`config.mk`:
```
export PLATFORM = sky130hd
export DESIGN_NAME = unpack_float64
export DESIGN_NICKNAME = d
export VERILOG_FILES = /design/src/rtl/unpack_float64.sv
export SDC_FILE = /design/constraint.sdc
export NUM_CORES = 1
export LEC_CHECK = 0
export ABC_CLOCK_PERIOD_IN_PS = 3700
export CAP_MARGIN = 20
export CORE_MARGIN = 2
export CORE_UTILIZATION = 51
export CTS_CLUSTER_SIZE = 30
export DETAILED_ROUTE_END_ITERATION = 10
export PLACE_DENSITY = 0.94
export RECOVER_POWER = 25
export REMOVE_ABC_BUFFERS = 1
export SYNTH_ARGS = -nofsm -noshare
export SYNTH_HDL_FRONTEND = slang
export SYNTH_SLANG_ARGS = --single-unit
```
`constraint.sdc`:
```
create_clock -name ap_clk -period 3.7 [get_ports ap_clk]
set_input_delay 0.925 -clock ap_clk [delete_from_list [all_inputs] [get_ports ap_clk]]
set_output_delay 0.925 -clock ap_clk [all_outputs]
set_load 0.01 [all_outputs]
```
`src/rtl/unpack_float64.sv`:
```
// unpack_float64: classifies an IEEE-754 double and unpacks it into sign, exponent and normalized significand.
module unpack_float64 #(
  parameter logic [31:0] INVALID_FLAG = 32'd16
) (
  input  logic        ap_clk,
  input  logic        ap_rst,
  input  logic        ap_start,
  output logic        ap_done,
  output logic        ap_idle,
  output logic        ap_ready,
  input  logic [63:0] a,
  input  logic [31:0] float_exception_flag_i,
  output logic [31:0] float_exception_flag_o,
  output logic        float_exception_flag_o_ap_vld,
  output logic        zSign,
  output logic [12:0] zExp,
  output logic [63:0] zSig,
  output logic [2:0]  zClass
);
  typedef enum logic [3:0] {
    IDLE   = 4'b0001,
    DECODE = 4'b0010,
    NORM   = 4'b0100,
    DONE   = 4'b1000
  } state_t;
  state_t state_q, state_d;
  logic [63:0] a_q, a_d;
  logic [52:0] sig_q, sig_d;
  logic [12:0] exp_q, exp_d;
  logic [2:0]  cls_q, cls_d;
  logic        zsign_q, zsign_d;
  logic [12:0] zexp_q, zexp_d;
  logic [63:0] zsig_q, zsig_d;
  logic [2:0]  zcls_q, zcls_d;
  logic [10:0] e;
  logic [51:0] f;
  logic [2:0]  cls;
  logic        snan_done;
  always_comb begin
    e = a_q[62:52];
    f = a_q[51:0];
    cls = (e == 11'd0) ? ((f == 52'd0) ? 3'd0 : 3'd1) :
          (e == 11'h7ff) ? ((f == 52'd0) ? 3'd3 : f[51] ? 3'd4 : 3'd5) : 3'd2;
    state_d = state_q;
    a_d = a_q;
    sig_d = sig_q;
    exp_d = exp_q;
    cls_d = cls_q;
    zsign_d = zsign_q;
    zexp_d = zexp_q;
    zsig_d = zsig_q;
    zcls_d = zcls_q;
    case (state_q)
      IDLE: begin
        a_d = ap_start ? a : a_q;
        state_d = ap_start ? DECODE : IDLE;
      end
      DECODE: begin
        cls_d = cls;
        sig_d = (cls == 3'd2) ? {1'b1, f} : (cls == 3'd0) ? 53'd0 : {1'b0, f};
        exp_d = (cls == 3'd2) ? {2'b00, e} : (cls == 3'd0) ? 13'd0 : (cls == 3'd1) ? 13'd1 : 13'h7ff;
        state_d = (cls == 3'd1) ? NORM : DONE;
      end
      NORM: begin
        sig_d = sig_q[52] ? sig_q : sig_q << 1;
        exp_d = sig_q[52] ? exp_q : exp_q - 13'd1;
        state_d = sig_q[52] ? DONE : NORM;
      end
      DONE: begin
        zsign_d = a_q[63];
        zexp_d = exp_q;
        zsig_d = {1'b0, sig_q, 10'b0};
        zcls_d = cls_q;
        state_d = IDLE;
      end
      default: state_d = IDLE;
    endcase
  end
  always_ff @(posedge ap_clk) begin
    if (ap_rst) begin
      state_q <= IDLE;
      a_q <= '0;
      sig_q <= '0;
      exp_q <= '0;
      cls_q <= '0;
      zsign_q <= 1'b0;
      zexp_q <= '0;
      zsig_q <= '0;
      zcls_q <= '0;
    end else begin
      state_q <= state_d;
      a_q <= a_d;
      sig_q <= sig_d;
      exp_q <= exp_d;
      cls_q <= cls_d;
      zsign_q <= zsign_d;
      zexp_q <= zexp_d;
      zsig_q <= zsig_d;
      zcls_q <= zcls_d;
    end
  end
  assign snan_done = (state_q == DONE) && (cls_q == 3'd5);
  assign ap_idle = (state_q == IDLE) && !ap_start;
  assign ap_done = ap_idle || (state_q == DONE);
  assign ap_ready = state_q == DONE;
  assign float_exception_flag_o = float_exception_flag_i | (snan_done ? INVALID_FLAG : 32'd0);
  assign float_exception_flag_o_ap_vld = snan_done;
  assign zSign = zsign_q;
  assign zExp = zexp_q;
  assign zSig = zsig_q;
  assign zClass = zcls_q;
endmodule

```
==> summary.md, run 1 <==
| Metric | Value |
|---|---|
| Status | `finished, violations left` |
| Failing checks | `capacitance limit, slew limit` |
| CTS tree | `built` |
| Worst-path clk slew | `60 ps` |
| Critical path endpoint category | `output port` |
| Post-synthesis compound-gate area fraction | `15.9%` |
| Clk network pwr share | `42.1%` |
| Mux contribution to synthesized area | `0.235%` |
| Pin count of the biggest net entering global routing | `112` |
| Core ar. | `0.0165 sq mm` |
| Total global routing overflow | `0` |
| Worst R2R Path Depth | `5` |
| Synth Instances | `1092` |
| Element type at the critical path start | `register` |
| YS warnings | `0` |
| Port buffer count | `142` |
| Vias/cell | `5.67` |
| Routed wire length | `23200 um` |
| CP Depth | `4` |
| Post-Synth Adder-Cell Area | `0.147%` |
| Part of the cycle the worst path needs | `94.3%` |
| Logic pwr share | `8.5%` |
| Cell Rows | `47` |
| Routed length per instance | `16.7 um` |
| I/O pin count | `216` |
| Pwr dens | `461 mW/mm^2` |
| Final worst slack | `211 ps` |
| Post-Route Skew | `5.69 ps` |
| Lkg Pwr | `3.69 nW` |
| Final ANT Viol Nets | `0` |
| Die width | `133 um` |
| CP max-delay cell | `or4b_4` |
| Worst Hold Class | `register to register` |
| CTS max path bufs | `3` |
| CP cell instances | `or4b_4 -> nor3_1 -> or2_2 -> clkdlybuf4s50_1` |
| Design Power | `4.80 mW` |
| Combinational family with the most area after synthesis | `simple AND/OR/NAND/NOR gates` |
| Pre-CTS WS | `445 ps` |
| MaxCap Viol Count | `2` |
| Setup CP Type | `register to output port` |
| EDFF count, synth | `0` |
| Synth-to-Final Area Change | `22.1%` |
| Post-Synthesis Cell Area | `0.00853 sq mm` |
| Tot GR Track Use | `24.9%` |
| Net Sw Frac | `23.8%` |
| Final antenna diode count | `0` |
| Slowest stage delay, CP | `650 ps` |
| Vias in the first global route | `7305` |
| Unrepaired setup endpoints after global routing | `no` |
| Worst EP arrival | `2560 ps` |
| Hold path depth | `2` |
| First-pass GRT wire length | `36300 um` |
| Initial Utilization | `51.8%` |
| Synth Flop Type | `dfxtp_1` |
| Clock Latency Late Sink | `490 ps` |
| Share of layout cells above drive strength 1 | `4.88%` |
| Fill count | `1365` |
| Fin area | `0.0104 sq mm` |
| Initial antenna violation count | `0` |
| Net Switching | `1.14 mW` |
| Synth cell types | `51` |
| Die Footprint | `0.0178 sq mm` |
| Crit-path max FO | `20` |
| Worst Tran Pin Value | `1730 ps` |
| Relative slew slack | `-15.6%` |
| Crit-path leading delay family | `simple AND/OR/NAND/NOR gates` |
| Xor and xnor area share after synthesis | `0.411%` |
| Final net count | `1254` |
| Dpl cell area | `0.00977 sq mm` |
| DPL Wire Length | `15100 um` |
| Internal power | `3.66 mW` |
| Async SR Flop Fraction | `0%` |
| Die height | `133 um` |
| Synthesized flop and latch total | `207` |
| Mean Syn Cell Area | `7.81 sq um` |
| F_max | `287 MHz` |
| Clk sinks | `207` |
| Final Hold Violating Endpoints | `0` |
| Max VDD drop | `327 uV` |
| Required time worst endpoint | `2770 ps` |
| DRT iter0 DRCs | `716` |
| Via count | `7874` |
| Cts hold-fix bufs | `0` |
| Pins Over Slew Limit | `72` |
| Reg power frac | `49.5%` |
| TritonCTS Buffers | `21` |
| Placed cells | `1351` |
| Drt first pass iters | `7` |
| Post-synthesis simple-gate area fraction | `26.7%` |
| Root buffer cell | `clkbuf_16` |
| Setup violations, final | `0` |
| Final cell count without fillers | `1388` |
| Minimum clock period | `3490 ps` |
| Worst path bufs/invs | `1` |
| Gpl congestion | `0.893` |
| Sequential-to-total area share from yosys stat | `48.6%` |
| Post-route DRC | `0` |
| H-tree Lvls | `1` |
-- final timing paths --
check / startpoint / end / slack, ps
max: state_q[3]$_SDFF_PP0_ / float_exception_flag_o[4] / 210
min: zSig[48]$_SDFFE_PP0P_ / zSig[48]$_SDFFE_PP0P_ / 450
max reg2reg: state_q[3]$_SDFF_PP0_ / zExp[8]$_SDFFE_PP0P_ / 570
min reg2reg: zSig[48]$_SDFFE_PP0P_ / zSig[48]$_SDFFE_PP0P_ / 450
-- cell type report --
| type | instances | area, sq um | area share (%) |
|---|---|---|---|
| sequential | 207 | 4140 | 39.8 |
| multi-input combinational | 761 | 3770 | 36.2 |
| timing repair buffer | 155 | 1540 | 14.8 |
| clock buffer | 29 | 586 | 5.62 |
| tap | 220 | 275 | 2.64 |
| clock inverter | 8 | 71.3 | 0.685 |
| inverter | 8 | 30.0 | 0.288 |
-- metrics by stage --
| step | hold WS (ps) | utilization [%] | setup TNS, ps |
|---|---|---|---|
| 2_1_floorplan | 426 | - | -66620 |
| 3_3_place_gp | 441 | 59.3 | 0 |
| 3_5_place_dp | 446 | 59.3 | 0 |
| 4_1_cts | 455 | 63.3 | 0 |
| 5_1_grt | 471 | 63.2 | 0 |
| 6_report | 452 | 63.2 | 0 |
-- logic make-up (layout without fill, tap and decap cells) --
logic type / Yosys count / count (layout)
simple gates: 511 / 511
compound gates: 232 / 232
mux: 2 / 2
xor+xnor: 4 / 4
flops: 207 / 207
buf+inv: 134 / 200
other cells: 1 / 11
fa+ha+maj: 1 / 1
-- cells in the mapped netlist (all sizes together) (2+ instances only) --
cell    count  area [sq um]
or2         3          18.8
nor2b       2          12.5
dfxtp     207          4140
a211oi     52           390
nand2b      2          12.5
nand3       4          20.0
or3         3          18.8
buf        52           372
clkbuf     74           279
and3       52           325
o32ai       3          26.3
inv         8          30.0
nor2       63           236
nand2     288          1080
nor3       61           305
a22oi       2          15.0
a21oi     147           736
o21ai      14          73.8
nor4       16           100
xnor2       3          26.3
nand4       4          25.0
a31oi       2          12.5
mux2i       2          20.0
a221oi      2          17.5
nor4b       3          32.5
or4         4          30.0
or4b        3          33.8
-- registers in the layout, summed over array words and instances (netlist names) --
name / cells
zExp: 13
a_q: 64
zSig: 53
state_q: 4
sig_q: 53
zClass: 3
cls_q: 3
zSign: 1
exp_q: 13
-- power groups by stage --
stage	combinational (mW)	clock, mW	sequential [mW]
after floorplan	0.212	0	2.40
after global placement	0.392	0	2.42
after detailed placement	0.403	0	2.42
after CTS	0.405	2.05	2.37
after global routing	0.447	2.13	2.38
final	0.408	2.02	2.37
-- placed cells by master (no fill, tap or decap), types with 3 or more instances in the layout --
master and n:
clkdlybuf4s50_1 140, nor3_1 61, nand4_1 4, nor4_1 16, or2_2 3, or4_1 4, or3_1 3, a211oi_1 52
nand3_1 4, conb_1 11, clkbuf_8 3, and3_1 52, nor2_1 63, o21ai_0 12, nand2_1 287, clkinv_2 5
o32ai_1 3, buf_4 9, clkbuf_16 21, a21oi_1 146, xnor2_1 3, dfxtp_1 207, clkbuf_1 7, inv_1 8
-- per-layer routing --
layer	vias to the layer above	wire [um]	GRT usage (%)
met1	3668	9720	31.7
met5	-	0	1.39
met2	370	10900	41.6
met4	0	472	7.74
met3	39	2140	6.16
li1	3797	-	-
-- worst min-delay path: stages, from the launching register on --
cell and delay, ps:
dfxtp_1 310, nand2_1 50, a21oi_1 50
-- what timing repair did --
action | 4_1_cts | 5_1_grt
endpoints found under the setup margin | 1 | 0
buffers inserted | 0 | 0
resized for setup | 1 | 0
(Power assumes the default switching activity.)
==> run 2: changes to the inputs <==
CORE_UTILIZATION = 37   (was 51)
GPL_ROUTABILITY_DRIVEN = 0   (was unset)
PLACE_DENSITY = 0.74   (was 0.94)
==> summary.md, run 2 (synthesized netlist as in run 1, its figures left out) <==
| Metric | Value |
|---|---|
| CP cell instances | `or4b_4 -> nor3_1 -> or2_2 -> clkdlybuf4s50_1` |
| Unrepaired setup endpoints after global routing | `no` |
| Reg power frac | `46.3%` |
| Cts repair resizes | `0` |
| Pre-CTS WS | `471 ps` |
| Setup violations, final | `0` |
| Clk sinks | `207` |
| Max reg flops | `64` |
| Commonest non-fill, non-tap cell in the layout | `nand2_1` |
| Minimum clock period | `3490 ps` |
| Final ANT Viol Nets | `0` |
| TritonCTS Buffers | `23` |
| Synth-to-Final Area Change | `24.9%` |
| Post-route DRC | `0` |
| Pin count of the biggest net entering global routing | `114` |
| Worst-path clk slew | `60 ps` |
| H-tree Lvls | `1` |
| Final worst slack | `212 ps` |
| Max VDD drop | `307 uV` |
| Drt first pass iters | `5` |
| Final Hold Violating Endpoints | `0` |
| Net Switching | `1.23 mW` |
| Port buffer count | `142` |
| Via count | `7804` |
| F_max | `287 MHz` |
| Initial Utilization | `37.7%` |
| Core ar. | `0.0226 sq mm` |
| Critical path endpoint category | `output port` |
| First-pass GRT wire length | `38400 um` |
| Failing checks | `capacitance limit, slew limit` |
| Worst path bufs/invs | `1` |
| Clock Latency Late Sink | `510 ps` |
| Final antenna diode count | `0` |
| MaxCap Viol Count | `2` |
| Cts hold-fix bufs | `0` |
| Final cell count without fillers | `1459` |
| Status | `finished, violations left` |
| Relative slew slack | `-41.0%` |
| Internal power | `3.89 mW` |
| Clk network pwr share | `45.7%` |
| Commonest non-fill, non-tap cells in the layout | `288 x nand2_1, 207 x dfxtp_1, 146 x a21oi_1` |
| CTS max path bufs | `3` |
| Placed cells | `1417` |
| Logic pwr share | `8.0%` |
| Worst EP arrival | `2560 ps` |
| Lkg Pwr | `3.76 nW` |
| Die height | `156 um` |
| CP max-delay cell | `or4b_4` |
| Vias in the first global route | `7370` |
| Worst Hold Class | `register to register` |
| Part of the cycle the worst path needs | `94.3%` |
| Die width | `156 um` |
| Pwr dens | `482 mW/mm^2` |
| I/O pin count | `216` |
| Routed length per instance | `16.8 um` |
| Total global routing overflow | `0` |
| Top reg by flops | `a_q` |
| Setup_tns | `0 ps` |
| CTS tree | `built` |
| Setup CP Type | `register to output port` |
| Routed wire length | `24500 um` |
| FF-to-FF setup slack | `1040 ps` |
| DPL Wire Length | `15500 um` |
| Cell Rows | `55` |
| Root buffer cell | `clkbuf_16` |
| Tot GR Track Use | `19.5%` |
| Worst Tran Pin Value | `2110 ps` |
| Post-CTS setup buffers | `0` |
| Crit-path leading delay family | `simple AND/OR/NAND/NOR gates` |
| Die Footprint | `0.0243 sq mm` |
| Element type at the critical path start | `register` |
| Crit-path max FO | `18` |
| Initial antenna violation count | `0` |
| Net Sw Frac | `24.0%` |
| Final net count | `1257` |
| DRT iter0 DRCs | `496` |
| Vias/cell | `5.35` |
| Required time worst endpoint | `2770 ps` |
| Post-Route Skew | `14.5 ps` |
| Slowest stage delay, CP | `650 ps` |
| Share of layout cells above drive strength 1 | `5.71%` |
| Pins Over Slew Limit | `143` |
-- run 2: cell types whose count changed in the layout (fill, tap and decap cells not counted), sizes merged --
cell | previous run | this run
bufinv | 1 | 2
clkinvlp | 1 | 2
inv | 9 | 11
buf | 12 | 14
clkbuf | 31 | 34
dlygate4sd3 | 1 | 0
clkdlybuf4s50 | 140 | 141
clkinv | 5 | 2
-- run 2: cell type report --
cell class	instances	area, sq um
flip-flops and latches	207	4140
well taps	285	357
repair buffers	156	1560
fillers	2181	12000
multi-input cells	761	3770
inverters	8	30.0
clock buffers	33	673
clock inverters	9	111
-- run 2: worst paths after layout --
kind / end / start / cells after the start
setup reg to reg: exp_q[1]$_SDFFE_PP0P_ / state_q[0]$_SDFF_PP1_ / 5
hold / removal: zExp[9]$_SDFFE_PP0P_ / zExp[9]$_SDFFE_PP0P_ / 2
hold reg to reg: zExp[9]$_SDFFE_PP0P_ / zExp[9]$_SDFFE_PP0P_ / 2
setup / recovery: float_exception_flag_o[4] / state_q[3]$_SDFF_PP0_ / 4
-- run 2: layer usage --
metal	wire [um]	GRT usage (%)
met1	11300	27.3
met2	11100	30.6
met3	1620	4.08
met4	448	5.07
met5	0	1.45
-- run 2: power groups by stage --
stage          clock network, mW  registers, mW  logic (mW)
2_1_floorplan                  0           2.40       0.212
3_3_place_gp                   0           2.42       0.404
3_5_place_dp                   0           2.42       0.410
4_1_cts                     2.39           2.37       0.412
5_1_grt                     2.47           2.38       0.457
6_report                    2.34           2.38       0.410
-- run 2: stage by stage --
| step | util, % | hold slack (ps) | cell area, sq um | power (mW) |
|---|---|---|---|---|
| finish | 47.0 | 450 | 10600 | 5.13 |
| global route | 47.0 | 461 | 10600 | 5.31 |
| CTS | 47.1 | 455 | 10700 | 5.17 |
| detailed placement | 43.6 | 446 | 9880 | 2.83 |
| global placement | 43.6 | 442 | 9880 | 2.82 |
| floorplan | - | 426 | 7910 | 2.61 |
-- run 2: worst min-delay path, stage by stage, from the launching register on --
cell and delay, ps:
dfxtp_1 300, nand2_1 50, a21oi_1 50
==> RTL edit 1: new RTL, config.mk and constraints of run 1 <==
Reset style: asynchronous (`ap_rst`), changed in one clocked block.
--- a/src/rtl/unpack_float64.sv
+++ b/src/rtl/unpack_float64.sv
@@ -76,7 +76,7 @@
       default: state_d = IDLE;
     endcase
   end
-  always_ff @(posedge ap_clk) begin
+  always_ff @(posedge ap_clk or posedge ap_rst) begin
     if (ap_rst) begin
       state_q <= IDLE;
       a_q <= '0;
Function: differs if ap_rst is asserted again (counterexample within 4 cycles, from zero or initial values and one cycle with ap_rst high); with ap_rst held inactive, the same outputs for 10 cycles.
==> RTL edit 1 against run 1 <==
Synthesized area is 1.6% higher; final area is 3.9% higher; the run still ends with max-capacitance violations, max-slew violations left; utilization is 2.0 points higher; global-route usage is 1.5 points lower; critical path type unchanged; worst setup slack worse by 0.013 ns; maximum frequency is 0.37% lower; sequential cell count stayed put; register-to-register slack better by 0.39 ns; routed wire length is 8.8% lower.
Power is not compared: it rests on default switching activity, and its combinational part moved more than twofold at a synthesized area within 25%.
==> RTL edit 1: results (changes against run 1) <==
[critical_path]
ff2ff_setup_slack_ns = 0.96  ; +0.39 ns
worst-endpoint-arrival_ns = 2.58  ; +0.02 ns
startpoint = state_q[0]$_DFF_PP1_
crit_slowest_cell = dfstp_2
slowest_delay_ns = 0.61  ; -0.04 ns
path_max_fanout = 8  ; -60%
endpoint = ap_done
rr_startpoint = state_q[1]$_DFF_PP0_
timing.rr.end = sig_q[6]$_DFFE_PP0P_

[grt]
grtUsageTotal_pct = 23.35  ; -1.5 points
grt_max_degree = 94  ; -16%
met2_usage_pct = 36.79  ; -4.8 points
grt_pass1_wl_um = 33530  ; -7.7%
use_met3_pct = 6.765  ; +0.60 points
met1_usage_pct = 31.96  ; +0.27 points
grt_pass1_vias = 6225  ; -15%

[detailed_routing]
wl_met3_um = 1695  ; -21%
viasPerCell = 5.762  ; +1.6%
via_count = 6067  ; -23%
route.met2.wl_um = 10070  ; -7.8%
wl_met1_um = 9096  ; -6.4%
drt-total-wl_um = 21210  ; -8.8%
firstDrtPassIters = 5  ; -2

[synth]
yosysSeqAreaShare_pct = 59.84  ; +11 points
synthTopCellsByArea = dfrtp_1 (60%), mux2_2 (17%), nor2_1 (4.8%)
synthFlopType = dfrtp_1
synthArstFlopShare_pct = 100.0  ; +100 points
synth_common_cells = dfrtp_1 (206), mux2_2 (134), nor2_1 (110), o22ai_1 (52), buf_4 (42)
synth.distinct_cells = 40  ; -22%
avgSynthCellArea_um2 = 12.23  ; +57%

[clocking]
htreeDepth = 1  ; unchanged
cts_resized = 0  ; -1
cts_made_buffers = 22  ; +4.8%

[finish]
drive_above_1_share_pct = 23.05  ; +18 points

[run]
drv_cap = 1  ; -1

[timing]
finClkSkew_ns = 0.01192  ; +0.006226 ns
drv_slew = 92  ; +28%
maxSlewHeadroom_pct = -39.21  ; -24 points
holdWs_ns = 0.5038  ; +0.05176 ns

[min_path]
min_from = zExp[1]$_DFFE_PP0P_

[placement]
hpwl_um = 13910  ; -7.7%
dp_cells = 1013  ; -25%

[outcome]
status = finished with violations
violations = max-capacitance violations, max-slew violations

-- RTL edit 1: cell types whose count changed after synthesis, moves of 6 or more --
cell	delta
o22ai_1	+51
a211oi_1	-52
clkbuf_1	-40
o21ai_0	+6
dfxtp_1	-207
a21oi_1	-131
and3_1	-52
buf_2	-9
nor3_1	-54
nand2_1	-278
mux2_2	+134
dfrtp_1	+206
nor2_1	+47
-- RTL edit 1: through the flow --
step	area [µm²]	setup TNS, ns	util, %	setup WS (ns)	power [mW]
global route	10820	0	65.22	0.09756	9.819
finish	10820	0	65.22	0.1985	9.296
global placement	10110	0	60.95	0.4968	7.000
floorplan	8242	-998.28	-	-6.426	5.779
detailed placement	10110	0	60.95	0.4811	7.189
CTS	10790	0	65.07	0.1849	9.340
-- RTL edit 1: area by class of cell --
cell class | count | area, µm² | share of cell area (%)
Clock buffer | 32 | 618.1 | 5.715
Clock inverter | 6 | 66.31 | 0.6131
Inverter | 6 | 26.28 | 0.2429
Multi-Input combinational cell | 426 | 3072 | 28.40
Sequential cell | 207 | 5181 | 47.91
Tap cell | 220 | 275.3 | 2.545
Timing Repair Buffer | 156 | 1577 | 14.58
-- RTL edit 1: report_power, final --
part           leakage (nW)  switching (mW)  internal [mW]  total (mW)
Combinational          1.69            1.19           1.71        2.91
Sequential             2.46           0.935           3.35        4.29
Clock                 0.338           0.874           1.23        2.10
Total                  4.50            3.00           6.29        9.30
-- RTL edit 1: cells by family (layout without fill, tap and decap cells) --
kind of cell / after synthesis / in the layout / synth area share (%)
simple gates: 174 / 174 / 9.465
mux: 135 / 135 / 17.54
compound gates: 105 / 105 / 7.457
other cells: 1 / 11 / 0.04331
fa+ha+maj: 1 / 1 / 0.1445
flops: 207 / 207 / 59.84
buf+inv: 85 / 200 / 5.506
==> RTL edit 2: new RTL, config.mk and constraints of run 1 <==
Made on the original files. The parameter `INVALID_FLAG` goes from 32'd16 to 32'd12.
--- a/src/rtl/unpack_float64.sv
+++ b/src/rtl/unpack_float64.sv
@@ -1,6 +1,6 @@
 // unpack_float64: classifies an IEEE-754 double and unpacks it into sign, exponent and normalized significand.
 module unpack_float64 #(
-  parameter logic [31:0] INVALID_FLAG = 32'd16
+  parameter logic [31:0] INVALID_FLAG = 32'd12
 ) (
   input  logic        ap_clk,
   input  logic        ap_rst,
Formal check against the unedited RTL: not equivalent (Yosys sat finds a counterexample within 4 cycles, from zero or initial values and one cycle with ap_rst high).
==> RTL edit 2 against run 1 <==
The flow still finishes with violations (max-capacitance violations, max-slew violations); final area increased by 1.7%; first-iteration DRC count increased by 4.6%; power is 7.7% higher; sequential cell count unchanged; worst setup slack better by 0.061 ns; via count grew 0.37%; utilization increased by 1.1 points; synthesized area grew 0.21%; routed wire length rose by 1.0%; critical path type unchanged; critical endpoint is now float_exception_flag_o[2]; largest power group unchanged; highest routed layer is now met5.
==> RTL edit 2: results (changes against run 1) <==
[synth]
synth_compound_area_share_pct = 16.01  ; +0.13 points
synth_common_cells = nand2_1 (280), dfxtp_1 (207), a21oi_1 (146), clkbuf_1 (69), nor2_1 (62)
yosysSeqAreaShare_pct = 48.51  ; -0.10 points
synthMuxAreaShare_pct = 0.2343  ; -0.00048 points
synthAdderAreaFrac_pct = 0.1465  ; -0.00030 points
synth.distinct_cells = 47  ; -7.8%
synth_xor_area_share_pct = 0.3076  ; -0.10 points
synthTopCellsByArea = dfxtp_1 (49%), nand2_1 (12%), a21oi_1 (8.6%)
syn_inst = 1087  ; -0.46%

[min_path]
min_to = zExp[8]$_SDFFE_PP0P_
min_from = zExp[8]$_SDFFE_PP0P_

[grt]
met2_usage_pct = 41.07  ; -0.49 points
met1_usage_pct = 33.52  ; +1.8 points
grt_pass1_vias = 7454  ; +2.0%
grt_pass1_wl_um = 37210  ; +2.4%
grtUsageTotal_pct = 25.47  ; +0.60 points
grt_max_degree = 83  ; -26%

[placement]
port_buffers = 144  ; +1.4%
hpwl_um = 14680  ; -2.5%
place_ws_ns = 0.5021  ; +0.05667 ns
place_congestion = 0.8689  ; -2.7%
dp_cells = 1347  ; -0.30%

[detailed_routing]
via_count = 7903  ; +0.37%
post_drt_wl_per_cell_um = 16.93  ; +1.1%
firstDrtPassIters = 5  ; -2
drtIter0Drc = 749  ; +4.6%

[finish]
drive_above_1_share_pct = 5.998  ; +1.1 points
finalNonFillerCells = 1387  ; -0.072%
fill_cells = 1369  ; +0.29%

[clocking]
cts_made_buffers = 22  ; +4.8%
cts_resized = 0  ; -1

[critical_path]
ff2ff_setup_slack_ns = 0.72  ; +0.15 ns
endpoint = float_exception_flag_o[2]
path_max_fanout = 7  ; -65%
worst-endpoint-arrival_ns = 2.50  ; -0.06 ns
timing.rr.end = exp_q[0]$_SDFFE_PP0P_
rr_startpoint = state_q[2]$_SDFF_PP0_

[pwr]
switching_share_pct = 22.91  ; -0.91 points
vdd_drop_max_v = 0.0003293  ; +0.60%

[timing]
finClkSkew_ns = 0.01652  ; +0.01082 ns
drv_slew = 71  ; -1.4%
maxSlewHeadroom_pct = -1.461  ; +14 points

[outcome]
status = finished with violations
violations = max-capacitance violations, max-slew violations

[run]
drv_cap = 1  ; -1

==> RTL edit 2: cell families (layout without fill, tap and decap cells) <==
| kind of cell | after synthesis | in the layout |
|---|---|---|
| xor+xnor | 3 | 3 |
| buf+inv | 135 | 205 |
| other cells | 1 | 11 |
| compound gates | 233 | 233 |
| fa+ha+maj | 1 | 1 |
| mux | 2 | 2 |
| simple gates | 505 | 505 |
| flops | 207 | 207 |
==> RTL edit 2: metrics by stage <==
step / hold slack, ns / TNS, ns / cell area [µm²]
final: 0.4521 / 0 / 10590
after global routing: 0.4702 / 0 / 10590
after CTS: 0.4538 / 0 / 10610
after detailed placement: 0.4458 / 0 / 9808
after global placement: 0.4419 / 0 / 9808
after floorplan: 0.4260 / -78.51 / 7921
==> RTL edit 2: per-layer routing <==
layer | part of all wire [%] | wire, µm
met3 | 8.2 | 1926
met5 | 0.20 | 46
met4 | 2.5 | 596
met1 | 42 | 9894
met2 | 47 | 11020
==> RTL edit 2: power groups by stage <==
stage	clock network (mW)	registers [mW]	logic (mW)
after floorplan	0	2.40	0.219
after global placement	0	2.42	0.401
after detailed placement	0	2.42	0.413
after CTS	2.41	2.38	0.417
after global routing	2.50	2.39	0.460
final	2.37	2.38	0.417
==> RTL edit 2: critical path: stages (launching register included) <==
cell	delay, ns
dfxtp_1	0.48
or4b_1	0.53
nor3_1	0.30
or2_2	0.17
clkdlybuf4s50_1	0.54
==> RTL edit 2: area by class of cell <==
type                    count  area, µm²  share of cell area, %
clock buffers              31      645.6                  6.096
clock inverters             9      151.4                  1.429
repair buffers            158       1565                  14.78
multi-input cells         755       3784                  35.72
inverters                   7      26.28                 0.2481
well taps                 220      275.3                  2.599
flip-flops and latches    207       4144                  39.13
